**src/rtl/axis_frame_packer_pkg.sv**
```systemverilog
// Shared types and default widths for the frame packer slice.
package axis_frame_packer_pkg;

  typedef enum logic {
    IDLE   = 1'b0,
    ACTIVE = 1'b1
  } frame_state_t;

  localparam int DEF_TDATA_WIDTH = 32;
  localparam int DEF_CNTR_WIDTH  = 32;

endpackage

```
**src/rtl/axis_frame_packer_if.sv**
```systemverilog
// AXI4-Stream beat bundle; master drives data/valid/last, slave drives ready.
import axis_frame_packer_pkg::*;

interface axis_frame_packer_if #(
  parameter int DATA_W = DEF_TDATA_WIDTH
) ();

  logic [DATA_W-1:0] tdata;
  logic              tvalid;
  logic              tready;
  logic              tlast;

  modport master (output tdata, tvalid, tlast, input tready);
  modport slave  (input tdata, tvalid, output tready);

endinterface

```
**src/rtl/axis_skid_buffer.sv**
```systemverilog
// 2-entry register slice: 1-cycle latency, registered in_rdy that drops only
// while both entries hold data, so out_rdy never reaches in_rdy combinationally.
module axis_skid_buffer
  import axis_frame_packer_pkg::*;
#(
  parameter int WIDTH = DEF_TDATA_WIDTH + 1
) (
  input  logic             aclk,
  input  logic             aresetn,
  input  logic [WIDTH-1:0] in_dat,
  input  logic             in_vld,
  output logic             in_rdy,
  output logic [WIDTH-1:0] out_dat,
  output logic             out_vld,
  input  logic             out_rdy
);

  logic [WIDTH-1:0] skid_dat;
  logic             skid_vld;
  logic             skid_vld_nxt;
  logic             in_acc;
  logic             out_load;

  assign in_acc   = in_vld & in_rdy;
  assign out_load = ~out_vld | out_rdy;

  // The skid entry only fills when the output is stalled; it empties as soon
  // as the output register can take a new beat.
  always_comb begin
    skid_vld_nxt = skid_vld;
    if (out_load) begin
      skid_vld_nxt = 1'b0;
    end else if (in_acc) begin
      skid_vld_nxt = 1'b1;
    end
  end

  always_ff @(posedge aclk or negedge aresetn) begin
    if (!aresetn) begin
      out_dat  <= '0;
      out_vld  <= 1'b0;
      skid_dat <= '0;
      skid_vld <= 1'b0;
      in_rdy   <= 1'b0;
    end else begin
      in_rdy   <= ~skid_vld_nxt;
      skid_vld <= skid_vld_nxt;
      if (out_load) begin
        if (skid_vld) begin
          out_dat <= skid_dat;
          out_vld <= 1'b1;
        end else begin
          out_vld <= in_acc;
          if (in_acc) begin
            out_dat <= in_dat;
          end
        end
      end else if (in_acc) begin
        skid_dat <= in_dat;
      end
    end
  end

endmodule

```
**src/rtl/axis_frame_packer.sv**
```systemverilog
// Groups an AXI4-Stream into frames of cfg_data beats (tlast on the final beat)
// and counts completed frames; 1-cycle latency through a 2-entry skid slice.
module axis_frame_packer
  import axis_frame_packer_pkg::*;
#(
  parameter int AXIS_TDATA_WIDTH = DEF_TDATA_WIDTH,
  parameter int CNTR_WIDTH       = DEF_CNTR_WIDTH
) (
  input  logic                  aclk,
  input  logic                  aresetn,
  input  logic [CNTR_WIDTH-1:0] cfg_data,
  axis_frame_packer_if.slave    s_axis,
  axis_frame_packer_if.master   m_axis,
  output logic [CNTR_WIDTH-1:0] sts_data
);

  localparam logic [CNTR_WIDTH-1:0] ONE = {{(CNTR_WIDTH-1){1'b0}}, 1'b1};

  frame_state_t            state;
  logic [CNTR_WIDTH-1:0]   cnt;
  logic [CNTR_WIDTH-1:0]   len;
  logic [CNTR_WIDTH-1:0]   cfg_len;
  logic                    in_acc;
  logic                    in_rdy;
  logic                    beat_last;
  logic [AXIS_TDATA_WIDTH:0] out_dat;
  logic                    out_vld;

  // A zero length would never close a frame, so treat it like one.
  assign cfg_len = (cfg_data == '0) ? ONE : cfg_data;
  assign in_acc  = s_axis.tvalid & in_rdy;

  always_comb begin
    beat_last = 1'b0;
    if (state == IDLE) begin
      beat_last = (cfg_len == ONE);
    end else begin
      beat_last = (cnt == len - ONE);
    end
  end

  always_ff @(posedge aclk or negedge aresetn) begin
    if (!aresetn) begin
      state <= IDLE;
      cnt   <= '0;
      len   <= '0;
    end else if (in_acc) begin
      if (state == IDLE) begin
        len <= cfg_len;
        if (!beat_last) begin
          cnt   <= ONE;
          state <= ACTIVE;
        end
      end else if (beat_last) begin
        cnt   <= '0;
        state <= IDLE;
      end else begin
        cnt <= cnt + ONE;
      end
    end
  end

  always_ff @(posedge aclk or negedge aresetn) begin
    if (!aresetn) begin
      sts_data <= '0;
    end else if (out_vld && m_axis.tready && out_dat[0]) begin
      sts_data <= sts_data + ONE;
    end
  end

  axis_skid_buffer #(
    .WIDTH (AXIS_TDATA_WIDTH + 1)
  ) u_skid (
    .aclk    (aclk),
    .aresetn (aresetn),
    .in_dat  ({s_axis.tdata, beat_last}),
    .in_vld  (s_axis.tvalid),
    .in_rdy  (in_rdy),
    .out_dat (out_dat),
    .out_vld (out_vld),
    .out_rdy (m_axis.tready)
  );

  assign s_axis.tready = in_rdy;
  assign m_axis.tdata  = out_dat[AXIS_TDATA_WIDTH:1];
  assign m_axis.tlast  = out_dat[0];
  assign m_axis.tvalid = out_vld;

endmodule

```
**src/flat_wrapper.sv**
```systemverilog
// flat-port wrapper written by rule: the top's interface ports become plain ports
module axis_frame_packer_flat import axis_frame_packer_pkg::*;
#(
  parameter int AXIS_TDATA_WIDTH = DEF_TDATA_WIDTH,
  parameter int CNTR_WIDTH       = DEF_CNTR_WIDTH
)
  (aclk, aresetn, cfg_data, sts_data, s_axis_tdata, s_axis_tvalid, s_axis_tready, m_axis_tdata, m_axis_tvalid, m_axis_tlast, m_axis_tready);
  axis_frame_packer_if #(.DATA_W((32))) s_axis_i ();
  axis_frame_packer_if #(.DATA_W((32))) m_axis_i ();
  input  logic aclk;
  input  logic aresetn;
  input  logic [CNTR_WIDTH-1:0] cfg_data;
  output logic [CNTR_WIDTH-1:0] sts_data;
  input wire logic [$bits(s_axis_i.tdata)-1:0] s_axis_tdata;
  input wire logic [$bits(s_axis_i.tvalid)-1:0] s_axis_tvalid;
  output wire logic [$bits(s_axis_i.tready)-1:0] s_axis_tready;
  output wire logic [$bits(m_axis_i.tdata)-1:0] m_axis_tdata;
  output wire logic [$bits(m_axis_i.tvalid)-1:0] m_axis_tvalid;
  output wire logic [$bits(m_axis_i.tlast)-1:0] m_axis_tlast;
  input wire logic [$bits(m_axis_i.tready)-1:0] m_axis_tready;
  assign s_axis_i.tdata = s_axis_tdata;
  assign s_axis_i.tvalid = s_axis_tvalid;
  assign s_axis_tready = s_axis_i.tready;
  assign m_axis_tdata = m_axis_i.tdata;
  assign m_axis_tvalid = m_axis_i.tvalid;
  assign m_axis_tlast = m_axis_i.tlast;
  assign m_axis_i.tready = m_axis_tready;
  axis_frame_packer #(.AXIS_TDATA_WIDTH(AXIS_TDATA_WIDTH), .CNTR_WIDTH(CNTR_WIDTH)) u_core (.aclk(aclk), .aresetn(aresetn), .cfg_data(cfg_data), .s_axis(s_axis_i), .m_axis(m_axis_i), .sts_data(sts_data));
endmodule
```
**config.mk**
```make
export PLATFORM = sky130hd
export DESIGN_NAME = axis_frame_packer_flat
export DESIGN_NICKNAME = d
export VERILOG_FILES = /design/src/rtl/axis_frame_packer_pkg.sv /design/src/rtl/axis_frame_packer_if.sv /design/src/rtl/axis_skid_buffer.sv /design/src/rtl/axis_frame_packer.sv /design/src/flat_wrapper.sv
export SDC_FILE = /design/constraint.sdc
export NUM_CORES = 1
export LEC_CHECK = 0
export ABC_AREA = 0
export CAP_MARGIN = 30
export CORE_MARGIN = 1
export CORE_UTILIZATION = 55
export DETAILED_ROUTE_END_ITERATION = 16
export PLACE_DENSITY = 0.92
export SLEW_MARGIN = 30
export SYNTH_ARGS = -nofsm -noshare
export SYNTH_HDL_FRONTEND = slang
export SYNTH_HIERARCHICAL = 1
export SYNTH_SLANG_ARGS = --single-unit
```
**constraint.sdc**
```tcl
create_clock -name aclk -period 4 [get_ports aclk]
set_input_delay 0.8 -clock aclk [delete_from_list [all_inputs] [get_ports aclk]]
set_output_delay 0.8 -clock aclk [all_outputs]
set_load 0.05 [all_outputs]
```
==> run_results.csv, run 1 <==
group,metric,value,unit
sta,final.period_utilization,0.923,
pwr,peakVddDrop,409,µV
worst_setup_path,cp-start-kind,"register",
sta,skew,11.1,ps
layout,diodes,0,
clocking,cts_sinks,166,
grt,antenna_found_initial,0,
place,hpwl,14000,µm
worst_setup_path,crit_slowest_cell,"or4_1",
floorplan,io_pins,135,
clocking,cts_tree,"built",
synthesis,syn_area,0.00890,mm²
synthesis,syn_inst,741,
run_status,status,"finished clean",
sta,slew_violations,0,
worst_setup_path,arrival,3990,ps
grt,grt_pass1_wl,33000,µm
clocking,cts.hold.buffers_added,0,
layout,final_area,0.0110,mm²
worst_setup_path,crit_top_cell,"mux2_2",
pwr,total_power,5.40,mW
sta,max_slew_margin,0.465,
layout,mostFrequentLayoutCell,"dfrtp_1",
clocking,cts_resized,0,
sta,worstMarginPinSlew,795,ps
detailed_routing,drc,0,
run,max_cap_violations,0,
synthesis,avgSynthCellArea,12.0,µm²
clocking,clk_path_buf_depth,2,
grt,grt_max_degree,85,
layout,mostFrequentLayoutCells,"dfrtp_1 (166), clkdlybuf4s50_1 (133), mux2_2 (72)",
synthesis,synth_edf_count,0,
pwr,power_density,493,mW/mm²
sta,timing.fmax,271,MHz
synthesis,async_flop_share,1.00,
floorplan,dieArea,0.0167,mm²
detailed_routing,vias_per_cell,5.80,
detailed_routing,wirelength,20700,µm
synthesis,synth_nets,812,
floorplan,core_area,0.0158,mm²
sta,fin_ws,309,ps
detailed_routing,firstDrtPassIters,4,
synthesis,ys_seq_area_frac,0.467,
worst_setup_path,crit_path_cell_trace,"or4_4, or4_1, nor2_1, a21oi_1, o32ai_1, nor4_2, mux2_2, mux2_2, mux2_4",
grt,grt-ovfl-total,0,
synthesis,synth_flop_cell,"dfrtp_1",
pwr,leakage,4.62,nW
sta,setup_viol,0,
layout,syn_to_final_growth,23.0,%
place,postPlaceCellArea,0.0104,mm²
clocking,postCtsSetupRepairBufs,0,
detailed_routing,antenna_left,0,
sta,finalHoldViolCount,0,
worst_setup_path,worstSetupPathType,"register to register",
detailed_routing,routedWlPerCell,18.9,µm
clocking,htreeDepth,4,
layout,drive_above_1_share,0.249,
floorplan,initial_core_util,0.563,
clocking,numCtsBuffers,17,
worst_setup_path,cp.required,4300,ps
grt,grt_pass1_vias,6367,
detailed_routing,drt_iter0_markers,360,
grt,track_usage,0.260,
sta,tns,0,ps
place,port-buffer-count,134,
sta,min_period,3690,ps
worst_setup_path,cp-end-kind,"register",
worst_setup_path,cpPeakStageDelay,700,ps
floorplan,num_rows,46,
synthesis,ys_types,60,
synthesis,yosys_warnings,6,
place,dp_slack,346,ps
layout,utilization,0.692,
place,place_congestion,0.898,
clocking,clk_latency,430,ps
floorplan,dieWidth,129,µm
layout,final_nets,942,
sta,grt_setup_unrepaired,"no",
detailed_routing,num_vias,6375,
hold_path,hp-class,"input pin to asynchronous set/reset pin",
clocking,clkSlewWorstSetupHoldPaths,80,ps
clocking,cts_root_buf,"clkbuf_16",
floorplan,die_height,129,µm
synthesis,synth-seq-cells,166,
worst_setup_path,worstPathMaxFanout,8,
-- critical path: cells and delay by family, from the launching register on --
kind,cells,cell delay [ps]
DFF,1,480
AOI/OAI and AO/OA,2,600
muxes,3,820
and+or+nand+nor,4,1680
-- area by class of cell --
cell class	count	area [µm²]
inverter	12	45.0
sequential	166	4150
clock buffer	18	439
fill	1080	4870
timing repair buffer	143	1440
tap	216	270
multi-input combinational	531	4480
clock inverter	14	130
-- stage by stage --
step,hold WS [ps],cells
after floorplan,474,741
after global placement,466,1068
after detailed placement,469,1068
after CTS,455,1100
after global routing,487,1100
final,433,1100
-- power by group --
group / total [mW] / switching, mW / internal [mW] / leakage, nW
combinational: 1.58 / 0.827 / 0.750 / 2.24
sequential: 2.24 / 0.285 / 1.96 / 2.09
clock: 1.59 / 0.745 / 0.841 / 0.285
-- flip-flops by register name, summed over array words and instances (netlist names) --
register and flops:
u_core/u_skid/out_dat 33, u_core/u_skid/skid_dat 33, u_core/cnt 32, u_core/len 32
u_core/sts_data 32, u_core/state 1, u_core/u_skid/in_rdy 1, u_core/u_skid/out_vld 1
u_core/u_skid/skid_vld 1
-- routing by layer --
layer | wire length [µm] | GRT usage | vias to the layer above
met5 | 0 | 0 | -
met4 | 303 | 0.0747 | 0
met3 | 1400 | 0.0710 | 30
met2 | 10000 | 0.421 | 237
met1 | 9020 | 0.343 | 3173
li1 | - | - | 2935
-- synth_stat cells, types with 13 or more instances --
cell type | instances | area share
nand4_1 | 22 | 0.015
nor3_1 | 23 | 0.013
mux2_2 | 72 | 0.091
and3_1 | 14 | 0.0098
nand2_1 | 44 | 0.019
xnor2_1 | 61 | 0.060
xor2_1 | 40 | 0.039
buf_6 | 13 | 0.016
mux2_4 | 60 | 0.10
nor2_1 | 34 | 0.014
a21oi_2 | 31 | 0.030
nand3_1 | 28 | 0.016
dfrtp_1 | 166 | 0.47
nor4_1 | 19 | 0.013
-- kinds of logic (layout without fill, tap and decap cells) --
| group | after synthesis | in the layout | synth area share |
|---|---|---|---|
| AOI/OAI and AO/OA | 65 | 65 | 0.0628 |
| buffers and inverters | 44 | 187 | 0.0305 |
| xor gates and xnor gates | 101 | 101 | 0.0994 |
| adders and majority gates | 3 | 3 | 0.00422 |
| and+or+nand+nor | 227 | 227 | 0.141 |
| muxes | 135 | 135 | 0.196 |
| DFF | 166 | 166 | 0.467 |
-- worst paths after layout --
kind / start / to / slack (ps) / cells after the start
setup / recovery: u_core/len[2] / u_core/u_skid/out_dat[0] / 310 / 9
hold / removal: aresetn / u_core/u_skid/skid_dat[24] / 430 / 1
setup reg to reg: u_core/len[2] / u_core/u_skid/out_dat[0] / 310 / 9
hold reg to reg: u_core/sts_data[31] / u_core/sts_data[31] / 480 / 1
max in group asynchronous: aresetn / u_core/u_skid/skid_dat[10] / 2730 / 2
min in group aclk: u_core/sts_data[31] / u_core/sts_data[31] / 480 / 1
Power figures use the tool's default switching activity.
==> run 2, diff against run 1 <==
--- a/config.mk
+++ b/config.mk
@@ -6,6 +6,7 @@
 export NUM_CORES = 1
 export LEC_CHECK = 0
 export ABC_AREA = 0
+export ABC_CLOCK_PERIOD_IN_PS = 4000
 export CAP_MARGIN = 30
 export CORE_MARGIN = 1
 export CORE_UTILIZATION = 55
==> results of run 2 <==
Same layout as run 1: the final DEF is identical, and so are final timing and power.
==> run 3, diff against run 2 <==
--- a/config.mk
+++ b/config.mk
@@ -7,7 +7,6 @@
 export LEC_CHECK = 0
 export ABC_AREA = 0
 export ABC_CLOCK_PERIOD_IN_PS = 4000
-export CAP_MARGIN = 30
 export CORE_MARGIN = 1
 export CORE_UTILIZATION = 55
 export DETAILED_ROUTE_END_ITERATION = 16
==> results of run 3 <==
Same layout as run 1: the final DEF is identical, and so are final timing and power.
